$ cat config.mk
export PLATFORM = sky130hd
export DESIGN_NAME = wb_retire_stage
export DESIGN_NICKNAME = d
export VERILOG_FILES = /design/src/rtl/wb_retire_stage_pkg.sv /design/src/rtl/wb_load_align.sv /design/src/rtl/wb_retire_stage.sv
export SDC_FILE = /design/constraint.sdc
export NUM_CORES = 1
export LEC_CHECK = 0
export BUFFER_PORTS_ARGS = -buffer_cell sky130_fd_sc_hd__buf_2
export CAP_MARGIN = 20
export CORE_MARGIN = 10
export CORE_UTILIZATION = 57
export CTS_CLUSTER_SIZE = 14
export DETAILED_ROUTE_END_ITERATION = 8
export PLACE_DENSITY = 0.87
export REMOVE_ABC_BUFFERS = 1
export SYNTH_ARGS = -nofsm -noshare
export SYNTH_HDL_FRONTEND = slang
export SYNTH_SLANG_ARGS = --single-unit
$ cat constraint.sdc
create_clock -name clk -period 10.82 [get_ports clk]
set_clock_uncertainty 0.15 [all_clocks]
set_input_delay 1.082 -clock clk [delete_from_list [all_inputs] [get_ports clk]]
set_output_delay 1.082 -clock clk [all_outputs]
set_load 0.01 [all_outputs]
$ cat src/rtl/wb_retire_stage_pkg.sv
// Shared types and helpers for the writeback / retire stage.
//   ld_size_e : load access size encoding carried on mem_ld_size
//   ptr_width : pointer width for a power-of-two queue depth (at least 1 bit)
package wb_retire_stage_pkg;

    typedef enum logic [1:0] {
        LD_B   = 2'b00,
        LD_H   = 2'b01,
        LD_W   = 2'b10,
        LD_RSV = 2'b11
    } ld_size_e;

    function automatic int unsigned ptr_width(input int unsigned depth);
        return (depth > 1) ? $clog2(depth) : 1;
    endfunction

endpackage

$ cat src/rtl/wb_load_align.sv
// Load data formatter: selects byte/half/word lanes from the raw data-RAM
// word and sign- or zero-extends the result to XLEN.
//   rdata    in  raw data-RAM word
//   size     in  access size (ld_size_e encoding, reserved code acts as word)
//   uns      in  1 = zero-extend, 0 = sign-extend
//   offset   in  byte offset within the word
//   data     out formatted XLEN result
module wb_load_align
    import wb_retire_stage_pkg::*;
#(
    parameter int unsigned XLEN = 32
) (
    input  logic [XLEN-1:0] rdata,
    input  logic [1:0]      size,
    input  logic            uns,
    input  logic [1:0]      offset,
    output logic [XLEN-1:0] data
);

    logic [7:0]  w_byte;
    logic [15:0] w_half;

    // Lane selection; halfword ignores offset[0]
    always_comb begin
        w_byte = rdata[7:0];
        case (offset)
            2'd0: w_byte = rdata[7:0];
            2'd1: w_byte = rdata[15:8];
            2'd2: w_byte = rdata[23:16];
            2'd3: w_byte = rdata[31:24];
            default: w_byte = rdata[7:0];
        endcase
        w_half = offset[1] ? rdata[31:16] : rdata[15:0];
    end

    // Extension to XLEN
    always_comb begin
        data = rdata;
        case (ld_size_e'(size))
            LD_B: data = {{(XLEN-8){w_byte[7] & ~uns}}, w_byte};
            LD_H: data = {{(XLEN-16){w_half[15] & ~uns}}, w_half};
            default: data = rdata;
        endcase
    end

endmodule

$ cat src/rtl/wb_retire_stage.sv
// Final pipeline stage: formats load data, holds completed instructions in an
// in-order retire queue until the register-file write port accepts them,
// answers two source-register queries from the queue and drives the debug trace.
//   mem_*      in  instruction handoff from MEM (transfer = mem_valid & mem_ready)
//   rf_*       out register-file write request, rf_ready in accepts it
//   q_*        ID source-register queries (youngest pending match wins)
//   occupancy  out number of valid queue entries
//   debug_wb_* out retirement trace, valid only in the pop cycle
module wb_retire_stage
    import wb_retire_stage_pkg::*;
#(
    parameter int unsigned XLEN  = 32,
    parameter int unsigned RF_AW = 5,
    parameter int unsigned DEPTH = 2
) (
    input  logic                      clk,
    input  logic                      resetn,
    input  logic                      mem_valid,
    output logic                      mem_ready,
    input  logic [31:0]               mem_pc,
    input  logic                      mem_rf_we,
    input  logic [RF_AW-1:0]          mem_rf_waddr,
    input  logic [XLEN-1:0]           mem_alu_result,
    input  logic                      mem_is_load,
    input  logic [1:0]                mem_ld_size,
    input  logic                      mem_ld_unsigned,
    input  logic [1:0]                mem_ld_offset,
    input  logic [XLEN-1:0]           mem_rdata,
    output logic                      rf_we,
    output logic [RF_AW-1:0]          rf_waddr,
    output logic [XLEN-1:0]           rf_wdata,
    input  logic                      rf_ready,
    input  logic [RF_AW-1:0]          q_raddr1,
    input  logic [RF_AW-1:0]          q_raddr2,
    output logic                      q_hit1,
    output logic                      q_hit2,
    output logic [XLEN-1:0]           q_data1,
    output logic [XLEN-1:0]           q_data2,
    output logic [$clog2(DEPTH):0]    occupancy,
    output logic [31:0]               debug_wb_pc,
    output logic [3:0]                debug_wb_rf_wen,
    output logic [RF_AW-1:0]          debug_wb_rf_wnum,
    output logic [XLEN-1:0]           debug_wb_rf_wdata
);

    localparam int unsigned PW = ptr_width(DEPTH);
    localparam int unsigned CW = $clog2(DEPTH) + 1;

    logic [31:0]      r_pc    [DEPTH];
    logic [RF_AW-1:0] r_waddr [DEPTH];
    logic [XLEN-1:0]  r_wdata [DEPTH];
    logic [DEPTH-1:0] r_vld;
    logic [DEPTH-1:0] r_we;
    logic [PW-1:0]    r_head;
    logic [PW-1:0]    r_tail;
    logic [CW-1:0]    r_count;
    logic             r_run;

    logic [XLEN-1:0]  w_ld_data;
    logic [XLEN-1:0]  w_in_data;
    logic             w_in_we;
    logic             w_head_vld;
    logic             w_head_we;
    logic             w_pop;
    logic             w_push;
    logic [PW-1:0]    w_q_idx;

    wb_load_align #(
        .XLEN (XLEN)
    ) u_load_align (
        .rdata  (mem_rdata),
        .size   (mem_ld_size),
        .uns    (mem_ld_unsigned),
        .offset (mem_ld_offset),
        .data   (w_ld_data)
    );

    assign w_in_data  = mem_is_load ? w_ld_data : mem_alu_result;
    // x0 is never written, so it is stored as a non-writing entry
    assign w_in_we    = mem_rf_we & (mem_rf_waddr != RF_AW'(0));

    assign w_head_vld = r_vld[r_head];
    assign w_head_we  = r_we[r_head];
    assign w_pop      = w_head_vld & (~w_head_we | rf_ready);
    // r_run keeps mem_ready low while reset is held
    assign mem_ready  = r_run & ((r_count < CW'(DEPTH)) | w_pop);
    assign w_push     = mem_valid & mem_ready;

    // Queue control; pop clears before push sets so a full pop+push keeps the slot valid
    always_ff @(posedge clk or negedge resetn) begin
        if (!resetn) begin
            r_vld   <= '0;
            r_we    <= '0;
            r_head  <= '0;
            r_tail  <= '0;
            r_count <= '0;
            r_run   <= 1'b0;
        end else begin
            r_run <= 1'b1;
            if (w_pop) begin
                r_vld[r_head] <= 1'b0;
                r_head        <= r_head + PW'(1);
            end
            if (w_push) begin
                r_vld[r_tail] <= 1'b1;
                r_we[r_tail]  <= w_in_we;
                r_tail        <= r_tail + PW'(1);
            end
            r_count <= r_count + CW'(w_push) - CW'(w_pop);
        end
    end

    // Entry payload; qualified by r_vld so no reset needed
    always_ff @(posedge clk) begin
        if (w_push) begin
            r_pc[r_tail]    <= mem_pc;
            r_waddr[r_tail] <= mem_rf_waddr;
            r_wdata[r_tail] <= w_in_data;
        end
    end

    assign rf_we     = w_head_vld & w_head_we;
    assign rf_waddr  = w_head_vld ? r_waddr[r_head] : RF_AW'(0);
    assign rf_wdata  = w_head_vld ? r_wdata[r_head] : XLEN'(0);
    assign occupancy = r_count;

    assign debug_wb_pc       = w_pop ? r_pc[r_head] : 32'd0;
    assign debug_wb_rf_wen   = (w_pop & w_head_we) ? 4'hF : 4'h0;
    assign debug_wb_rf_wnum  = w_pop ? r_waddr[r_head] : RF_AW'(0);
    assign debug_wb_rf_wdata = w_pop ? r_wdata[r_head] : XLEN'(0);

    // Walk oldest to youngest so the last match (youngest) wins
    always_comb begin
        q_hit1  = 1'b0;
        q_hit2  = 1'b0;
        q_data1 = '0;
        q_data2 = '0;
        w_q_idx = r_head;
        for (int unsigned i = 0; i < DEPTH; i++) begin
            w_q_idx = r_head + PW'(i);
            if (r_vld[w_q_idx] && r_we[w_q_idx] && (r_waddr[w_q_idx] == q_raddr1)) begin
                q_hit1  = 1'b1;
                q_data1 = r_wdata[w_q_idx];
            end
            if (r_vld[w_q_idx] && r_we[w_q_idx] && (r_waddr[w_q_idx] == q_raddr2)) begin
                q_hit2  = 1'b1;
                q_data2 = r_wdata[w_q_idx];
            end
        end
    end

endmodule

==> impl_metrics.toml <==
[global_routing]
grt_first_pass_wirelength_um = 51800
gr-usage-all-layers = 0.2693
grt_antenna_before_repair = 17
globalRouteOverflowTotal = 0
grt_max_degree = 95
grt_pass1_vias = 9457

[clocking]
cts_tree = "done"
numCtsBuffers = 17
postCtsHoldBufs = 0
path_clk_slew_ps = 70
cts_setup_buffers = 0
clk_latency_ps = 430
htree_num_levels = 4
cts.path.max_buffers = 2
cts_sinks = 147
cts.root.buffer_cell = "clkbuf_16"
cts-resized-gates = 0

[power_and_ir_drop]
power.total_uw = 2984
comb_power_share = 0.518
power.share.sequential = 0.269
power.switching_uw = 1362
clockPowerShare = 0.213
leakagePower_uw = 0.004714
ir_worst_vdd_mv = 0.2350
switching_share = 0.4566
powerDensity_nw_per_um2 = 248.2
cell_internal_pwr_uw = 1622

[sta]
rsz0062_at_grt = "false"
period_minus_slack_ps = 5580
tightestPinTransition_ps = 1147
max-slew-margin-rel = 0.2353
finalMaxSlewViolations = 0
clock.fmax_mhz = 179.2
worst_slack_ps = 5240
setup_viol = 0
hold_ws_ps = 360.9
hold_violations = 0
period_share = 0.5157
setup_tns_ps = 0

[synthesis]
synth_area_leaders = "edfxtp_1, o2111ai_1, mux2i_1"
synth-async-reset-ratio = 0.06122
ys_seq_elements = 147
synth_area_leader_cell = "edfxtp_1"
yosys_most_used_dff = "edfxtp_1"
netlist_instances = 1014
synth.distinct_cells = 44
syn-cell-area_um2 = 10010
ys_top_cells_by_count = "nor2_1, edfxtp_1, o2111ai_1, clkbuf_1, mux2i_1"
ys_warn_count = 0
synth_top_area_share = 0.4139
synth_most_common_cell = "nor2_1"
synth_edf_count = 138
yosysSeqAreaShare = 0.4364
avgSynthCellArea_um2 = 9.874

[placement]
io_buffers = 301
place_hpwl_um = 22470
gp_congestion = 0.8821
dpl_worst_slack_ps = 5801

[floorplan]
die_area_um2 = 23270
ios = 302
initial_core_util = 0.5809
coreArea_um2 = 17240
fp-row-count = 48
dieHeight_um = 152.5
dieWidth_um = 152.5

[critical_path]
cp_data_arrival_time_ps = 4350
slowest_delay_ps = 920
cp.buffers_inverters = 3
endpoint_kind = "output pin"
critical_path.most_common_cell = "buf_4"
critPathMaxFanout = 94
start_kind = "flip-flop"
cp.required_ps = 9590
cp_top_family = "buffers and inverters"
cp_cell_sequence = "buf_4 -> mux2i_2 -> xnor2_1 -> nor4_4 -> buf_4 -> o2111ai_1 -> a32oi_1 -> buf_2"
crit_type = "flip-flop to output pin"
cpMaxStageDelayCell = "buf_4"

[finish]
regArea_um2 = 4373
final_util = 0.6974
area_growth_pct = 20.06
n_fill_cell = 1300
final_nets = 1342
drive_gt1_frac = 0.3030
multiInputGateArea_um2 = 4964

[routing]
wire_per_inst_um = 22.99
drc = 0
drtAntennaViolNets = 0
via_per_inst = 6.832
num_vias = 10050
routed_wl_um = 33820
dr.first_iter.drc_count = 1268
dr.pass1.iters = 7

[outcome]
outcome = "complete, no violations"

[run]
max_cap_violations = 0

[worst_hold_path]
hold_path.class = "input pin to async pin"
[per-layer routing]
layer,global-route usage,share of wire,up-vias
met5,0,0.00062,-
met4,0.1299,0.042,4
met3,0.07000,0.11,110
met2,0.4297,0.47,682
met1,0.3334,0.38,4747
li1,-,-,4507
[placed cells by master (no fill, tap or decap), types with 5 or more instances in the layout]
master,count
a21oi_1,33
a221oi_1,8
a31oi_1,66
a32oi_1,64
buf_2,301
buf_4,18
clkbuf_16,17
dfrtp_1,8
diode_2,15
edfxtp_1,138
inv_1,22
inv_6,5
inv_8,5
mux2i_1,80
nand2_1,31
nand3_1,64
nor2_1,136
nor3b_1,8
o2111ai_1,128
o21ai_0,17
o221ai_1,7
xnor2_1,23
[final timing paths]
path | start | to | slack, ps | cells past startpoint
min in group clk | r_tail | r_tail | 370 | 1
max | r_head | q_data1[8] | 5240 | 8
min | resetn | occupancy[1] | 360 | 1
max in group asynchronous | resetn | r_head | 9920 | 1
min reg2reg | r_tail | r_tail | 370 | 1
max reg2reg | r_head | r_pc[0][15] | 7450 | 6
[power by group through the flow]
stage	Clock, uW	Combinational [uW]	Sequential [uW]
2_1_floorplan	0	934	874
3_3_place_gp	0	1500	804
3_5_place_dp	0	1530	810
4_1_cts	637	1540	799
5_1_grt	664	1670	811
6_report	635	1550	802
[area by class of cell]
type / instances / area share
Antenna cell: 15 / 0.003123
Clock buffer: 17 / 0.03539
Clock inverter: 15 / 0.01749
Inverter: 23 / 0.007286
Multi-Input combinational cell: 710 / 0.4129
Sequential cell: 147 / 0.3638
Tap cell: 225 / 0.02342
Timing Repair Buffer: 319 / 0.1366
[metrics by stage]
stage | instance area [um2] | instances
2_1_floorplan | 9345 | 880
3_3_place_gp | 11350 | 1424
3_5_place_dp | 11350 | 1424
4_1_cts | 11980 | 1456
5_1_grt | 12020 | 1469
6_report | 12020 | 1471
[flip-flops by register name, indices dropped and copies added (netlist names)]
name,count
r_we,2
r_pc,64
r_vld,2
r_tail,1
r_head,1
occupancy,2
r_run,1
r_waddr,10
r_wdata,64
[logic make-up after synthesis]
group,share of synthesized area
AOI/OAI and AO/OA,0.2552
xor gates and xnor gates,0.02012
adders and majority gates,0.002499
buffers and inverters,0.07523
DFF,0.4364
muxes,0.08985
other,0.0003745
and+or+nand+nor,0.1203
[worst register-to-register path: cells and delay by family, from the launching register on]
family          cells  cell delay, ps
compound gates      3             970
buf+inv             3            1190
flops               1             650
(Power assumes the default switching activity.)
